==> src/rtl/lc4_pkg.sv <==
// -----------------------------------------------------------------------------
// lc4_pkg
// Shared LC4 datapath constants and types.
//   LC4_W      : machine word width in bits
//   LC4_NREGS  : number of general-purpose registers
//   LC4_SELW   : register-select width (log2 of LC4_NREGS)
//   LC4_ZERO   : all-zero word, used as the register reset value
//   lc4_word_t : one machine word
//   lc4_rsel_t : one register select
// -----------------------------------------------------------------------------
package lc4_pkg;

  localparam int          LC4_W     = 16;
  localparam int          LC4_NREGS = 8;
  localparam int          LC4_SELW  = 3;
  localparam logic [15:0] LC4_ZERO  = 16'h0000;

  typedef logic [LC4_W-1:0]    lc4_word_t;
  typedef logic [LC4_SELW-1:0] lc4_rsel_t;

endpackage : lc4_pkg

==> src/rtl/lc4_reg.sv <==
// -----------------------------------------------------------------------------
// lc4_reg
// One n-bit storage register with synchronous reset and write enable.
// Reset has priority over the write enable.
// Parameters:
//   n       : data width
//   RST_VAL : value loaded when rst is high at a rising edge
// Ports:
//   clk : clock (rising edge)
//   rst : synchronous active-high reset
//   we  : write enable
//   d   : write data
//   q   : stored value
// -----------------------------------------------------------------------------
module lc4_reg #(
  parameter int           n       = 16,
  parameter logic [n-1:0] RST_VAL = '0
) (
  input  logic         clk,
  input  logic         rst,
  input  logic         we,
  input  logic [n-1:0] d,
  output logic [n-1:0] q
);

  logic [n-1:0] q_reg;

  always_ff @(posedge clk) begin
    if (rst) begin
      q_reg <= RST_VAL;
    end else if (we) begin
      q_reg <= d;
    end
  end

  assign q = q_reg;

endmodule : lc4_reg

==> src/rtl/lc4_regfile.sv <==
// -----------------------------------------------------------------------------
// lc4_regfile
// LC4 general-purpose register file: NREGS x n-bit registers, two
// combinational read ports (rs, rt) and one synchronous write port (rd).
//
// Optional feature, enabled by defining LC4_REGFILE_BYPASS_EN:
//   write-before-read bypass. While a write is actually taking place
//   (gwe & i_rd_we & ~rst), a read port selecting i_rd shows i_wdata in
//   the same cycle. Without the macro the read ports always show the
//   stored contents. Sequential behaviour is the same either way.
//
// Ports:
//   clk       : clock, all state changes on its rising edge
//   rst       : synchronous active-high reset, clears all registers
//   gwe       : global write enable (stall / single-step gating)
//   i_rs      : read-port-1 select      o_rs_data : register i_rs
//   i_rt      : read-port-2 select      o_rt_data : register i_rt
//   i_rd      : write select
//   i_wdata   : write data
//   i_rd_we   : write enable for register i_rd
// -----------------------------------------------------------------------------
module lc4_regfile
  import lc4_pkg::*;
#(
  parameter int n     = LC4_W,
  parameter int NREGS = LC4_NREGS,
  parameter int SELW  = LC4_SELW
) (
  input  logic            clk,
  input  logic            rst,
  input  logic            gwe,
  input  logic [SELW-1:0] i_rs,
  output logic [n-1:0]    o_rs_data,
  input  logic [SELW-1:0] i_rt,
  output logic [n-1:0]    o_rt_data,
  input  logic [SELW-1:0] i_rd,
  input  logic [n-1:0]    i_wdata,
  input  logic            i_rd_we
);

  logic [n-1:0] reg_q [NREGS];
  logic [NREGS-1:0] reg_we;

  genvar gi;
  generate
    for (gi = 0; gi < NREGS; gi++) begin : g_reg
      // One-hot write decode; a register is only touched when selected.
      assign reg_we[gi] = gwe & i_rd_we & (i_rd == SELW'(gi));

      lc4_reg #(
        .n       (n),
        .RST_VAL (n'(LC4_ZERO))
      ) u_reg (
        .clk (clk),
        .rst (rst),
        .we  (reg_we[gi]),
        .d   (i_wdata),
        .q   (reg_q[gi])
      );
    end
  endgenerate

  // Stored-value read muxes.
  logic [n-1:0] rs_stored;
  logic [n-1:0] rt_stored;

  assign rs_stored = reg_q[i_rs];
  assign rt_stored = reg_q[i_rt];

`ifdef LC4_REGFILE_BYPASS_EN
  // The bypass only fires when the write really happens, so a stalled
  // (gwe=0) or reset cycle still shows the stored contents.
  logic wr_active;
  assign wr_active = gwe & i_rd_we & ~rst;

  assign o_rs_data = (wr_active && (i_rs == i_rd)) ? i_wdata : rs_stored;
  assign o_rt_data = (wr_active && (i_rt == i_rd)) ? i_wdata : rt_stored;
`else
  assign o_rs_data = rs_stored;
  assign o_rt_data = rt_stored;
`endif

endmodule : lc4_regfile
==> config.mk <==
export PLATFORM = sky130hd
export DESIGN_NAME = lc4_regfile
export DESIGN_NICKNAME = d
export VERILOG_FILES = /design/src/rtl/lc4_pkg.sv /design/src/rtl/lc4_reg.sv /design/src/rtl/lc4_regfile.sv
export SDC_FILE = /design/constraint.sdc
export NUM_CORES = 1
export LEC_CHECK = 0
export CORE_MARGIN = 2
export CORE_UTILIZATION = 50
export DETAILED_ROUTE_END_ITERATION = 10
export PLACE_DENSITY = 0.74
export SYNTH_ARGS = -nofsm -noshare
export SYNTH_HDL_FRONTEND = slang
export SYNTH_SLANG_ARGS = --single-unit
==> constraint.sdc <==
create_clock -name clk -period 2 [get_ports clk]
set_clock_uncertainty 0.05 [all_clocks]
set_input_delay 0.3 -clock clk [delete_from_list [all_inputs] [get_ports clk]]
set_output_delay 0.3 -clock clk [all_outputs]
set_load 0.02 [all_outputs]
== Word level (Yosys, flattened, before mapping) ==
Cells that the tools add are included.

* Add/sub/neg operators: 0
* Multiply operators: 0
* Divide/modulo/power cells: 0
* $lt $le $gt $ge: 2
* Eq/ne operators: 7
* Shifts and indexed selects: 0
* Muxes and demuxes: 6
* Bitwise operators: 11
* Reductions and logical operators: 1

{| class="wikitable"
|+ Operators with widths
! kind !! count
|-
| 16-bit binary-select mux with 3-bit select || 2
|-
| 16-bit 2-to-1 mux || 4
|-
| 3-bit == test (second input constant) || 4
|-
| 1-bit bitwise AND || 9
|-
| 4-bit >= comparator (second input constant) || 2
|-
| 3-bit inverter with 4-bit output || 2
|-
| 3-bit by 2-bit == test with 1-bit output (second input constant) || 2
|-
| 3-bit by 1-bit == test with 1-bit output (second input constant) || 1
|-
| 3-bit logical NOT || 1
|}

* Bits in registers: 128
* Latch bits: 0
* Memory bits (writable): 0
* Memory bits (read-only): 0
* Bits of input ports: 29
* Output and inout port bits: 32
* Memories kept: 0

== Depth between registers and ports, before layout ==
* Depth after elaboration: 4
* Gate-level depth with buffers: 5
* Mapped depth without buffers: 3

== Modules after synthesis ==
Synthesis repeated with hierarchy kept, for this count alone.

* Cell total of the unflattened synthesis: 543
* Area, all modules: 6847.8 µm²

{| class="wikitable"
|+ By module, submodules not included
! module !! instances !! cells an instance !! area each (µm²)
|-
| lc4_reg || 8 || 52 || 580.6
|-
| lc4_regfile || 1 || 127 || 2203.4
|}

== Least setup slack after synthesis ==
No wires, ideal clock.

* Kind: input port to output port
* From: input port i_rs[2]
* To: output port o_rs_data[12]
* Arrival: 1.403 ns
* Path slack: 0.247 ns
* Stages: 4
* Path through: buf_6 > buf_6 > mux4_1 > mux2_2

* Word-level cells in the longest chain between the ends: 4

{| class="wikitable"
|+ Ends and longest elaborated chain
! item !! RTL line !! source
|-
| start: declaration || lc4_regfile.sv:32 || <nowiki>input logic [SELW-1:0] i_rs,</nowiki>
|-
| 3-bit inverter with 4-bit output (implied by the code) || lc4_regfile.sv:67 || <nowiki>assign rs_stored = reg_q[i_rs];</nowiki>
|-
| 16-bit binary-select mux with 3-bit select || lc4_regfile.sv:67 ||
|-
| 16-bit 2-to-1 mux (implied by the code) (2 in series) || lc4_regfile.sv:67 ||
|-
| end: declaration || lc4_regfile.sv:33 || <nowiki>output logic [n-1:0] o_rs_data,</nowiki>
|}

Every way passes these cells. The select of a mux whose other input is x is not followed.

== Worst setup path in the final report ==
* From: register g_reg[2].u_reg.q_reg[3]
* To: output port o_rt_data[3]

* Word-level cells in the longest chain between the ends: 3

{| class="wikitable"
|+ Ends and longest elaborated chain
! item !! RTL line !! source
|-
| start: declaration || lc4_reg.sv:26 || <nowiki>logic [n-1:0] q_reg;</nowiki>
|-
| start signal: assignment || lc4_reg.sv:30 || <nowiki>q_reg <= RST_VAL;</nowiki>
|-
| start signal: assignment || lc4_reg.sv:32 || <nowiki>q_reg <= d;</nowiki>
|-
| 16-bit binary-select mux with 3-bit select || lc4_regfile.sv:68 || <nowiki>assign rt_stored = reg_q[i_rt];</nowiki>
|-
| 16-bit 2-to-1 mux (implied by the code) (2 in series) || lc4_regfile.sv:68 ||
|-
| end: declaration || lc4_regfile.sv:35 || <nowiki>output logic [n-1:0] o_rt_data,</nowiki>
|}

Every way passes these cells. The select of a mux whose other input is x is not followed.

==> results.sh <==
export IMPL_worst_path_max_fanout=3
export IMPL_rr_startpoint="g_reg[6].u_reg.q[10]"
export IMPL_hold_path_end="g_reg[2].u_reg.q[11]"
export IMPL_crit_path_start_kind="flip-flop"
export IMPL_area_growth_pct=22.1
export IMPL_wl_per_cell_um=21.3
export IMPL_violations="setup timing"
export IMPL_synthXorXnorAreaFrac_pct=0
export IMPL_multi_input_area_um2=4190
export IMPL_drt_iter0_markers=290
export IMPL_syn_nets=602
export IMPL_drc=0
export IMPL_grt_pass1_vias=5067
export IMPL_final_nets=654
export IMPL_vdd_drop_max_mv=0.548
export IMPL_boundaryPins=61
export IMPL_maxCapViolCount=0
export IMPL_synth_seq_cells=128
export IMPL_critPathCaptureType="output port"
export IMPL_utilization_pct=62.9
export IMPL_synth_simple_area_share_pct=13.8
export IMPL_vias_per_cell=5.67
export IMPL_hold_path_class="flip-flop to flip-flop"
export IMPL_reg2reg_depth=3
export IMPL_cts_sinks=128
export IMPL_antenna_found_initial=0
export IMPL_setup_ws_ps=-59.9
export IMPL_cts_buffers=17
export IMPL_nFillCells=1082
export IMPL_slew_viol_final=0
export IMPL_synth_mux_area_fraction_pct=45.2
export IMPL_synth_top_area_cell="dfxtp_1"
export IMPL_cts_tree="built"
export IMPL_worstPathCellList="mux4_2, mux2_4, buf_6"
export IMPL_p_sw_mw=1.39
export IMPL_worst_pin_slew_ps=405
export IMPL_relSlewSlack_pct=72.9
export IMPL_totalWireLength_um=17400
export IMPL_dieWidth_um=124
export IMPL_r2r_end="g_reg[6].u_reg.q[10]"
export IMPL_power_share_clock_pct=49.4
export IMPL_r2r_setup_slack_ps=1230
export IMPL_holdBufCountCts=0
export IMPL_drive_above_1_share_pct=40.4
export IMPL_pwr_density_cell_nw_per_um2=724
export IMPL_min_delay_path_depth=2
export IMPL_grtUsageTotal_pct=24.5
export IMPL_worst_path_buf_inv=1
export IMPL_antenna_cells=0
export IMPL_dp_hpwl_um=10500
export IMPL_register_area_um2=2630
export IMPL_power_internal_mw=4.95
export IMPL_worstPathArrival_ps=1710
export IMPL_dp_cells=782
export IMPL_startpoint="g_reg[2].u_reg.q[3]"
export IMPL_ys_types=22
export IMPL_clockBufferDepth=2
export IMPL_grt_pass1_wl_um=27600
export IMPL_vias=4624
export IMPL_numPortBuffers=60
export IMPL_status="finished with violations"
export IMPL_synth_top_family_by_area="multiplexers"
export IMPL_yosysTopAreaCellShare_pct=35.7
export IMPL_ctsRootBufferMaster="clkbuf_16"
export IMPL_critPathTopFamily="multiplexers"
export IMPL_die_h_um=124
export IMPL_switching_share_pct=21.9
export IMPL_cp_required_ps=1650
export IMPL_leakage_nw=3.95
export IMPL_synth_fa_ha_area_share_pct=0
export IMPL_dpl_worst_slack_ps=-740
export IMPL_timing_hold_ws_ps=427
export IMPL_cts_htree_levels=4
export IMPL_share_comb_of_total_power_pct=9.4
export IMPL_crit_slowest_cell="mux4_2"
export IMPL_grt_max_degree=112
export IMPL_min_from="g_reg[2].u_reg.q[11]"
export IMPL_max_freq_mhz=485
export IMPL_finalHoldViolCount=0
export IMPL_critPathMaxStageDelay_ps=520
export IMPL_first_pass_iters=6
export IMPL_synthCells=573
export IMPL_syn_area_per_cell_um2=12.5
export IMPL_clk_pin_slew_ps=50
export IMPL_post_route_period_util_pct=103
export IMPL_rsz0062_at_grt="yes"
export IMPL_synth_area_leaders="dfxtp_1, mux2i_1, mux4_1, nand2b_1, mux4_2"
export IMPL_drtAntennaViolNets=0
export IMPL_setup_viol=4
export IMPL_core_um2=13900
export IMPL_ys_warn_count=0
export IMPL_initial_utilization_pct=51.5
export IMPL_grt_overflow=0
export IMPL_synth_compound_area_share_pct=0
export IMPL_period_minus_slack_ps=2060
export IMPL_critPathKind="flip-flop to output port"
export IMPL_fp_dieArea_um2=15300
export IMPL_place_gp_congestion=0.779
export IMPL_fin_cells=816
export IMPL_seqPwrFrac_pct=41.2
export IMPL_ys_seq_area_share_pct=35.7
export IMPL_clock_latency_ps=420
export IMPL_p_total_mw=6.34
export IMPL_synth_area_um2=7180
export IMPL_placementRows=43
export IMPL_largest_reg_flops=128
==> through the flow <==
stage	setup TNS, ps	instance area, um2
floorplan	0	7180
global placement	-19840	8050
detailed placement	-20400	8050
CTS	-134	8720
global route	-607	8770
finish	-113	8770
==> cell usage after synthesis <==
cell      number
and3_1         1
nand2_1        3
buf_12         3
nand2b_1     144
buf_8          1
mux2_2        32
mux2i_1      128
mux4_1        44
dfxtp_1      128
nand2_2        3
buf_2         15
buf_6          8
buf_4          1
and2_1         2
mux4_2        20
nor2_1         1
buf_1         10
nor2b_1        2
clkbuf_1      22
clkbuf_2       2
and3b_1        1
nand3_2        2
==> how the worst max path moves through the flow <==
stage	end	slack [ps]	depth (start not counted)
floorplan	o_rs_data[12]	250	4
global placement	o_rs_data[4]	-710	5
detailed placement	o_rs_data[4]	-740	5
CTS	o_rt_data[3]	-40	3
global route	o_rt_data[3]	-80	3
finish	o_rt_data[3]	-60	3
==> final cells by class <==
class	instances	share of cell area (%)
clock buffer	25	5.99
clock inverter	5	0.856
multi-input combinational	383	47.8
sequential	128	30.0
tap	180	2.57
timing repair buffer	95	12.8
==> power groups by stage <==
stage,registers (mW),clock network (mW),logic [mW]
finish,2.61,3.14,0.595
global route,2.62,3.28,0.628
CTS,2.61,3.16,0.594
detailed placement,2.66,0,0.549
global placement,2.66,0,0.541
floorplan,2.65,0,0.366
==> tightest hold or removal path: cells and delay by family, from the launching register on <==
| kind | cells | cell delay [ps] |
|---|---|---|
| mux | 1 | 50 |
| simple gates | 1 | 60 |
| flops | 1 | 320 |
==> routing by layer <==
| metal | wire length (um) | GRT usage [%] | share of wire [%] |
|---|---|---|---|
| met4 | 442 | 11.1 | 2.5 |
| met2 | 8680 | 40.2 | 50 |
| met1 | 7540 | 31.1 | 43 |
| met3 | 737 | 5.22 | 4.2 |
| met5 | 0 | 0 | 0 |
==> logic make-up after synthesis <==
logic type	count (synthesis)
buffers and inverters	62
multiplexers	224
AND/OR/NAND/NOR	159
flip-flops	128
==> repair_timing <==
item                       4_1_cts  5_1_grt
buffers inserted                 1        1
setup endpoints to repair       32       31
gates resized for setup        287       42
gates cloned                     2        0
==> cells in the final DEF (no fill, tap or decap) <==
master | Yosys | final
nand2b_1 | 144 | 144
mux2i_1 | 128 | 128
dfxtp_1 | 128 | 73
mux4_2 | 20 | 64
dfxtp_2 | 0 | 55
buf_6 | 8 | 32
mux2_4 | 0 | 29
clkdlybuf4s50_1 | 0 | 23
clkbuf_16 | 0 | 17
buf_4 | 1 | 17
buf_12 | 3 | 16
clkbuf_8 | 0 | 7
buf_2 | 15 | 5
mux2_2 | 32 | 3
nand2_1 | 3 | 3
nand2_2 | 3 | 3
clkinv_2 | 0 | 3
nor2b_1 | 2 | 2
and2_1 | 2 | 2
nand3_2 | 2 | 2
bufinv_16 | 0 | 2
and3b_1 | 1 | 1
and3_1 | 1 | 1
nor2_1 | 1 | 1
clkbuf_1 | 22 | 1
buf_16 | 0 | 1
bufbuf_16 | 0 | 1
No activity file was read; power rests on OpenSTA's default activity.
